[src/rtl/uart_pkg.sv]
// Shared UART definitions: RX state encoding, frame/FIFO sizes and the
// clocks-per-bit helper used by both the receiver and the transmitter.
package uart_pkg;

  localparam int FRAME_W    = 8;
  localparam int FIFO_DEPTH = 4;

  typedef enum logic [2:0] {
    RX_IDLE,
    RX_START,
    RX_DATA,
    RX_STOP,
    RX_WAIT_HIGH
  } rx_state_t;

  function automatic int calc_cpb(input int clk_hz,
                                  input int bit_rate);
    return clk_hz / bit_rate;
  endfunction

endpackage

[src/rtl/uart_rx_if.sv]
// Receiver-side signal bundle between the serial line, the uart
// wrapper and uart_rx.
interface uart_rx_if;
  import uart_pkg::*;

  logic               uart_rxd;
  logic               uart_rx_en;
  logic               uart_rx_ack;
  logic               uart_rx_clr;
  logic               uart_rx_valid;
  logic [FRAME_W-1:0] uart_rx_data;
  logic               uart_rx_frame_err;
  logic               uart_rx_break;
  logic               uart_rx_overrun;

  modport slave (
    input  uart_rxd, uart_rx_en,
    input  uart_rx_ack, uart_rx_clr,
    output uart_rx_valid, uart_rx_data,
    output uart_rx_frame_err, uart_rx_break,
    output uart_rx_overrun
  );

  modport master (
    output uart_rxd, uart_rx_en,
    output uart_rx_ack, uart_rx_clr,
    input  uart_rx_valid, uart_rx_data,
    input  uart_rx_frame_err, uart_rx_break,
    input  uart_rx_overrun
  );

endinterface

[src/rtl/uart_rx_fifo.sv]
// Small receive FIFO; dout keeps the last popped byte once empty.
module uart_rx_fifo
  import uart_pkg::*;
(
  input  logic               clk,
  input  logic               resetn,
  input  logic               push,
  input  logic               pop,
  input  logic [FRAME_W-1:0] din,
  output logic [FRAME_W-1:0] dout,
  output logic               empty,
  output logic               full
);

  localparam int AW = $clog2(FIFO_DEPTH);

  logic [FRAME_W-1:0] mem [FIFO_DEPTH];
  logic [AW-1:0]      wptr;
  logic [AW-1:0]      rptr;
  logic [AW:0]        count;
  logic [FRAME_W-1:0] last;
  logic               do_pop;
  logic               do_push;

  assign empty   = (count == '0);
  assign full    = (count == (AW+1)'(FIFO_DEPTH));
  assign do_pop  = pop & ~empty;
  // a pop frees the slot, so a full FIFO still accepts the push
  assign do_push = push & (~full | do_pop);
  assign dout    = empty ? last : mem[rptr];

  always_ff @(posedge clk) begin
    if (do_push) mem[wptr] <= din;
  end

  always_ff @(posedge clk) begin
    if (!resetn) begin
      wptr  <= '0;
      rptr  <= '0;
      count <= '0;
      last  <= '0;
    end else begin
      if (do_push) wptr <= wptr + 1'b1;
      if (do_pop) begin
        rptr <= rptr + 1'b1;
        last <= mem[rptr];
      end
      unique case ({do_push, do_pop})
        2'b10:   count <= count + 1'b1;
        2'b01:   count <= count - 1'b1;
        default: count <= count;
      endcase
    end
  end

endmodule

[src/rtl/uart_rx.sv]
// 8N1 UART receiver with sticky error flags and a ready/ack byte buffer.
// Define UART_RX_FIFO_EN for a 4-entry FIFO instead of one holding register.
module uart_rx
  import uart_pkg::*;
#(
  parameter int CLK_HZ   = 50_000_000,
  parameter int BIT_RATE = 115200
) (
  input logic     clk,
  input logic     resetn,
  uart_rx_if.slave rx
);

  localparam int CPB = calc_cpb(CLK_HZ, BIT_RATE);
  localparam logic [15:0] CYC_LAST = 16'(CPB - 1);
  localparam logic [15:0] CYC_MID  = 16'(CPB / 2 - 1);

  logic               s1;
  logic               line;
  rx_state_t          state_q, state_d;
  logic [15:0]        cyc_q, cyc_d;
  logic [2:0]         bit_q, bit_d;
  logic [FRAME_W-1:0] sh_q, sh_d;
  logic               push;
  logic               fe_set;
  logic               brk_set;
  logic               ovr_set;
  logic               fe_q, brk_q, ovr_q;
  logic               valid;
  logic [FRAME_W-1:0] data;

  always_ff @(posedge clk) begin
    if (!resetn) begin
      s1   <= 1'b1;
      line <= 1'b1;
    end else begin
      s1   <= rx.uart_rxd;
      line <= s1;
    end
  end

  always_ff @(posedge clk) begin
    if (!resetn) begin
      state_q <= RX_IDLE;
      cyc_q   <= '0;
      bit_q   <= '0;
      sh_q    <= '0;
    end else begin
      state_q <= state_d;
      cyc_q   <= cyc_d;
      bit_q   <= bit_d;
      sh_q    <= sh_d;
    end
  end

  always_comb begin
    state_d = state_q;
    cyc_d   = cyc_q + 16'd1;
    bit_d   = bit_q;
    sh_d    = sh_q;
    push    = 1'b0;
    fe_set  = 1'b0;
    brk_set = 1'b0;
    unique case (state_q)
      RX_IDLE: begin
        cyc_d = '0;
        if (!line && rx.uart_rx_en) state_d = RX_START;
      end
      RX_START: begin
        if (cyc_q == CYC_MID) begin
          cyc_d   = '0;
          bit_d   = '0;
          state_d = line ? RX_IDLE : RX_DATA;
        end
      end
      RX_DATA: begin
        if (cyc_q == CYC_LAST) begin
          cyc_d = '0;
          sh_d  = {line, sh_q[FRAME_W-1:1]};
          bit_d = bit_q + 3'd1;
          if (bit_q == 3'd7) state_d = RX_STOP;
        end
      end
      RX_STOP: begin
        if (cyc_q == CYC_LAST) begin
          cyc_d = '0;
          if (line) begin
            push    = 1'b1;
            state_d = RX_IDLE;
          end else begin
            fe_set  = 1'b1;
            brk_set = (sh_q == '0);
            state_d = RX_WAIT_HIGH;
          end
        end
      end
      RX_WAIT_HIGH: begin
        cyc_d = '0;
        if (line) state_d = RX_IDLE;
      end
      default: state_d = RX_IDLE;
    endcase
  end

`ifdef UART_RX_FIFO_EN
  logic empty;
  logic full;

  uart_rx_fifo u_fifo (
    .clk    (clk),
    .resetn (resetn),
    .push   (push),
    .pop    (rx.uart_rx_ack),
    .din    (sh_q),
    .dout   (data),
    .empty  (empty),
    .full   (full)
  );

  assign valid   = ~empty;
  assign ovr_set = push & full & ~rx.uart_rx_ack;
`else
  logic [FRAME_W-1:0] hold;
  logic               hold_v;

  always_ff @(posedge clk) begin
    if (!resetn) begin
      hold   <= '0;
      hold_v <= 1'b0;
    end else if (push && (!hold_v || rx.uart_rx_ack)) begin
      hold   <= sh_q;
      hold_v <= 1'b1;
    end else if (rx.uart_rx_ack) begin
      hold_v <= 1'b0;
    end
  end

  assign valid   = hold_v;
  assign data    = hold;
  assign ovr_set = push & hold_v & ~rx.uart_rx_ack;
`endif

  // a flag being set outranks a clear in the same cycle
  always_ff @(posedge clk) begin
    if (!resetn) begin
      fe_q  <= 1'b0;
      brk_q <= 1'b0;
      ovr_q <= 1'b0;
    end else begin
      if (fe_set)              fe_q  <= 1'b1;
      else if (rx.uart_rx_clr) fe_q  <= 1'b0;
      if (brk_set)             brk_q <= 1'b1;
      else if (rx.uart_rx_clr) brk_q <= 1'b0;
      if (ovr_set)             ovr_q <= 1'b1;
      else if (rx.uart_rx_clr) ovr_q <= 1'b0;
    end
  end

  assign rx.uart_rx_valid     = valid;
  assign rx.uart_rx_data      = data;
  assign rx.uart_rx_frame_err = fe_q;
  assign rx.uart_rx_break     = brk_q;
  assign rx.uart_rx_overrun   = ovr_q;

endmodule

[src/flat_wrapper.sv]
// flat-port wrapper written by rule: the top's interface ports become plain ports
module uart_rx_flat import uart_pkg::*;
#(
  parameter int CLK_HZ   = 50_000_000,
  parameter int BIT_RATE = 115200
)
  (clk, resetn, rx_uart_rxd, rx_uart_rx_en, rx_uart_rx_ack, rx_uart_rx_clr, rx_uart_rx_valid, rx_uart_rx_data, rx_uart_rx_frame_err, rx_uart_rx_break, rx_uart_rx_overrun);
  uart_rx_if rx_i ();
  input logic clk;
  input logic resetn;
  input wire logic [$bits(rx_i.uart_rxd)-1:0] rx_uart_rxd;
  input wire logic [$bits(rx_i.uart_rx_en)-1:0] rx_uart_rx_en;
  input wire logic [$bits(rx_i.uart_rx_ack)-1:0] rx_uart_rx_ack;
  input wire logic [$bits(rx_i.uart_rx_clr)-1:0] rx_uart_rx_clr;
  output wire logic [$bits(rx_i.uart_rx_valid)-1:0] rx_uart_rx_valid;
  output wire logic [$bits(rx_i.uart_rx_data)-1:0] rx_uart_rx_data;
  output wire logic [$bits(rx_i.uart_rx_frame_err)-1:0] rx_uart_rx_frame_err;
  output wire logic [$bits(rx_i.uart_rx_break)-1:0] rx_uart_rx_break;
  output wire logic [$bits(rx_i.uart_rx_overrun)-1:0] rx_uart_rx_overrun;
  assign rx_i.uart_rxd = rx_uart_rxd;
  assign rx_i.uart_rx_en = rx_uart_rx_en;
  assign rx_i.uart_rx_ack = rx_uart_rx_ack;
  assign rx_i.uart_rx_clr = rx_uart_rx_clr;
  assign rx_uart_rx_valid = rx_i.uart_rx_valid;
  assign rx_uart_rx_data = rx_i.uart_rx_data;
  assign rx_uart_rx_frame_err = rx_i.uart_rx_frame_err;
  assign rx_uart_rx_break = rx_i.uart_rx_break;
  assign rx_uart_rx_overrun = rx_i.uart_rx_overrun;
  uart_rx #(.CLK_HZ(CLK_HZ), .BIT_RATE(BIT_RATE)) u_core (.clk(clk), .resetn(resetn), .rx(rx_i));
endmodule
[config.mk]
export PLATFORM = sky130hd
export DESIGN_NAME = uart_rx_flat
export DESIGN_NICKNAME = d
export VERILOG_FILES = /design/src/rtl/uart_pkg.sv /design/src/rtl/uart_rx_if.sv /design/src/rtl/uart_rx_fifo.sv /design/src/rtl/uart_rx.sv /design/src/flat_wrapper.sv
export SDC_FILE = /design/constraint.sdc
export NUM_CORES = 1
export LEC_CHECK = 0
export CAP_MARGIN = 20
export CORE_MARGIN = 4
export CORE_UTILIZATION = 60
export CTS_CLUSTER_DIAMETER = 50
export DETAILED_ROUTE_END_ITERATION = 6
export PLACE_DENSITY_LB_ADDON = 0.15
export SKIP_LAST_GASP = 1
export SLEW_MARGIN = 5
export SYNTH_ARGS = -nofsm -noshare
export SYNTH_HDL_FRONTEND = slang
export SYNTH_HIERARCHICAL = 1
export SYNTH_SLANG_ARGS = --single-unit
[constraint.sdc]
create_clock -name clk -period 3.81 [get_ports clk]
set_clock_uncertainty 0.2 [all_clocks]
set_input_delay 0.762 -clock clk [delete_from_list [all_inputs] [get_ports clk]]
set_output_delay 0.762 -clock clk [all_outputs]
set_load 0.01 [all_outputs]
After elaboration in Yosys (flattened, before gate mapping)
Cells that the tools add are included.
{ "totals": {"romBits": 0, "memories": 0, "in_bits": 6, "output_inout_bits": 12, "ramBits": 0, "ff_bits": 44, "latch_bits": 0, "wordCells": 76} }
{ "op_classes": {"n_mul": 0, "n_shift": 0, "n_reduce_logical": 17, "n_div": 0, "mux": 30, "n_addsub": 2, "bitwise_logic": 3, "order_cmp": 0, "eq_ne": 13} }
{ "ops": {"columns": ["operator", "n"], "rows": [
  ["$pmux 16 s3", 1],
  ["$mux 16", 2],
  ["$mux 3", 9],
  ["$add 16x1->16 const B", 1],
  ["$eq 16x8->1 const B", 1],
  ["$eq 16x9->1 const B", 1],
  ["$mux 1", 15],
  ["$pmux 3 s5", 1],
  ["$ne 2x1->1 const B", 6],
  ["$reduce_bool 2->1", 5],
  ["$logic_not 8->1", 1],
  ["$eq 3x2->1 const B", 2],
  ["$eq 3x3->1 const B", 2],
  ["$pmux 3 s2", 1],
  ["$reduce_and 6->1", 1],
  ["$reduce_or 2->1", 2],
  ["$add 3x1->3 const B", 1],
  ["$eq 3x1->1 const B", 1],
  ["$logic_not 3->1", 1],
  ["$reduce_and 3->1", 1],
  ["$and 1x1->1", 2],
  ["$logic_and 1x1->1", 2],
  ["$logic_not 1->1", 2],
  ["$mux 2", 1],
  ["other kinds (3)", 3]
]} }

Longest topological paths before layout
{ "logic_depth": {"ltp_word": 6, "mapped_depth": 7, "depth_no_buf": 6} }

Least setup slack after synthesis
Ideal clock, no wire load.
{ "synth_timing": {"path_type": "reg-to-reg", "startpoint": "reg u_core.cyc_q[10]", "endpoint": "reg u_core.cyc_q[10]", "setup_time_ps": 122, "period_less_slack_ps": 2422, "arrival_time_ps": 2100, "t_required_ps": 3488, "path_slack_ps": 1388, "stages_incl_launch_ff": 7, "n_path_buf": 2, "cell_sequence": "dfxtp_1 > or4_1 > buf_2 > or4_4 > a31oi_2 > buf_2 > a21oi_1"} }
{ "synth_via": {"elab_chain_cells": 3, "word_cells_on_any_way": 6, "classes_between": "add/sub (1); eq/ne (2); mux (3)"} }
{ "synth_lines": {"columns": ["element", "line_no", "rtl"], "rows": [
  ["start, declared", "uart_rx.sv:21", "logic [15:0] cyc_q, cyc_d;"],
  ["start signal, assigned", "uart_rx.sv:50", "cyc_q <= cyc_d;"],
  ["$add 16x1->16 (tied with other cells)", "uart_rx.sv:58", "cyc_d = cyc_q + 16'd1;"],
  ["$mux 16, on equally long branches", "uart_rx.sv:77, uart_rx.sv:85, uart_rx.sv:70", null],
  ["$pmux 16 s3 (*)", "uart_rx.sv:64", "unique case (state_q)"]
]} }
Every way passes the cells marked *; elsewhere a longest branch is shown, timed or not.
A chain may end at the register's enable or synchronous reset.

Worst setup path after layout
{ "layout_timing": {"startpoint": "reg u_core.cyc_q[10]", "endpoint": "reg u_core.cyc_q[14]"} }
The elaborated chain is that of the path after synthesis.

==> metrics <==
Die W approximately 67 um; Pre-Repair DR Iteration Count 4; Mapped Area approximately 2100 um2; TritonCTS clock tree built; Nets 266; Worst-Skew Late Latency 0.36 ns; placer congestion estimate between 0.8 and 0.9; RR Startpoint u_core/cyc_q[10]$_SDFF_PN0_; Final Non-Filler Cells about 300; Mapped Avg Cell Area about 8.4 um2; crit path launch u_core/cyc_q[10]$_SDFF_PN0_; top cells by area, synth dfxtp_1 42%, a21oi_1 7.6%, nand3_1 5.5%; Detailed Place HPWL 2900 um; WS Path Type reg -> reg; gr ovfl total 0; First DRT Iteration DRCs 150; vias between 1500 and 2000; Fill cells 305; cell area power density 357 nW/um2; Buffers on Ports 17; share of cells above drive strength 1 slightly above 5%; H-tree lvl count 2; RSZ-0062 raised after global routing no; CTS Buf Count 5; most frequent cells in the layout 44 x dfxtp_1, 32 x a21oi_1, 23 x nand3_1, 21 x o21ai_0, 17 x clkdlybuf4s50_1; worst setup path end u_core/cyc_q[14]$_SDFF_PN0_; max_cap viols 0; Yosys top cell by area dfxtp_1; Post-CTS Resized 0; status finished clean; CP Capture Type register; area taken by multi-input logic gates around 1100 um2; crit path max fanout 16; final setup vio count 0; io pins 18; initial antenna violation count 0; worst path required time around 3.8 ns; global-route wire length before repair roughly 7300 um; Register-to-Register Setup Slack between 0.9 and 1 ns; Synth async-reset ratio 0%; # hold bufs at CTS 0; sequential share of the synthesized area 41.9%; min cycle time layout approximately 2.9 ns; Yosys top cell area share about two fifths; Routed WL 4240 um; commonest non-fill, non-tap cell in the layout dfxtp_1; DP Cell Count 294; Worst setup SP type register; Yosys reg bits 44; Unique masters post-synth 38; critical path arrival 2.87 ns; final hold violation count 0; Die H approximately 67 um; Sink Count between 40 and 50; Initial Util roughly 62%; slew margin rel. roughly two fifths; VDD IR-drop max 0.166 mV; Synth Flop Type dfxtp_1; Antenna Nets Post-Route 0; Mapped Cells between 200 and 250; post-CTS setup buffers 0; all-layer global routing usage 20.9%; Worst Hold Class reg -> reg; yosys warns 6; CTS root buf clkbuf_4; Synthesized Nets between 200 and 300; Core Area 3360 um2; Setup TNS Final 0 ns; ANT cells 0; Slew Viols, Final 0; number of synthesized flops with an enable pin 0; FP Rows 21; WL/cell 14.1 um; largest net degree at the start of global routing 21; Vias/cell roughly 6; Die Area roughly 4500 um2; worst r2r dst u_core/cyc_q[14]$_SDFF_PN0_; Reg2Reg Depth 4; Pleak ~0.69 nW; clock transition at the registers of the reported paths around 0.12 ns; DR DRC count 0; vias in the first global route about 1700; fin crit share 75.3%; clock buffer depth 2; actual slew at the worst max-slew pin around 0.87 ns; Syn-to-layout area delta 11.7%; register area between 800 and 900 um2; maximum clock frequency 349 MHz
[cell type report]
type	count	share of cell area [%]
clock buffer	5	1.60
clock inverter	2	2.56
inverter	6	0.959
multi-input combinational	181	47.7
sequential	44	37.5
tap	46	2.45
timing repair buffer	17	7.25
[Yosys cell counts (all sizes together), types with 6 or more instances]
cell	count
o21ai	21
a21oi	32
or4	6
xnor2	7
nor2	6
inv	6
dfxtp	44
clkbuf	13
nand2b	9
nand3	23
nand2	16
nor4	6
[through the flow]
step                util (%)  hold WS, ns  instance area, um2  setup slack [ns]  power [mW]
global placement        66.9        0.189                2250             0.960       0.502
CTS                     69.8        0.227                2350             0.923       0.847
global route            69.8        0.260                2350             0.756       0.868
finish                  69.8        0.222                2350             0.942       0.838
detailed placement      66.9        0.199                2250             0.907       0.502
floorplan                  -        0.186                2100              1.39       0.494
[metal layers]
metal	global-route usage [%]	share of wire (%)
met5	0	0
met4	7.09	1.2
met3	5.16	4.7
met2	35.2	48
met1	25.9	46
[logic make-up (layout without fill, tap and decap cells)]
kind of cell	Yosys count	after routing	share of synthesized area [%]
muxes	3	3	1.43
DFF	44	44	41.9
AOI/OAI and AO/OA	64	64	16.7
adders and majority gates	5	5	2.98
and+or+nand+nor	97	97	27.1
xor gates and xnor gates	12	12	5.00
buffers and inverters	24	30	4.82
[critical path, stage by stage, from the launching register on]
cell and delay [ns]:
dfxtp_1 0.37, or4_1 0.63, or4_4 0.66, a31oi_2 0.68, a22oi_1 0.18
[report_power, final]
part	internal [mW]	switching, mW
Clock	0.201	0.145
Combinational	0.0111	0.0156
Sequential	0.462	0.00314
Total	0.674	0.164
[state kept, by name, indices dropped and copies added (netlist names)]
register / cells
u_core/cyc_q: 16
u_core/rx.uart_rx_data: 8
u_core/sh_q: 8
u_core/bit_q: 3
u_core/state_q: 3
u_core/line: 1
u_core/rx.uart_rx_break: 1
u_core/rx.uart_rx_frame_err: 1
u_core/rx.uart_rx_overrun: 1
u_core/rx.uart_rx_valid: 1
u_core/s1: 1
[worst min-delay path by stage]
stage	start	endpoint	slack, ns	cells past startpoint
2_1_floorplan	u_core/s1$_SDFF_PN1_	u_core/line$_SDFF_PN1_	0.19	1
3_3_place_gp	u_core/s1$_SDFF_PN1_	u_core/line$_SDFF_PN1_	0.19	1
3_5_place_dp	u_core/s1$_SDFF_PN1_	u_core/line$_SDFF_PN1_	0.20	1
4_1_cts	u_core/s1$_SDFF_PN1_	u_core/line$_SDFF_PN1_	0.23	1
5_1_grt	u_core/s1$_SDFF_PN1_	u_core/line$_SDFF_PN1_	0.26	1
6_report	u_core/s1$_SDFF_PN1_	u_core/line$_SDFF_PN1_	0.22	1
No activity file was read; power rests on OpenSTA's default activity.
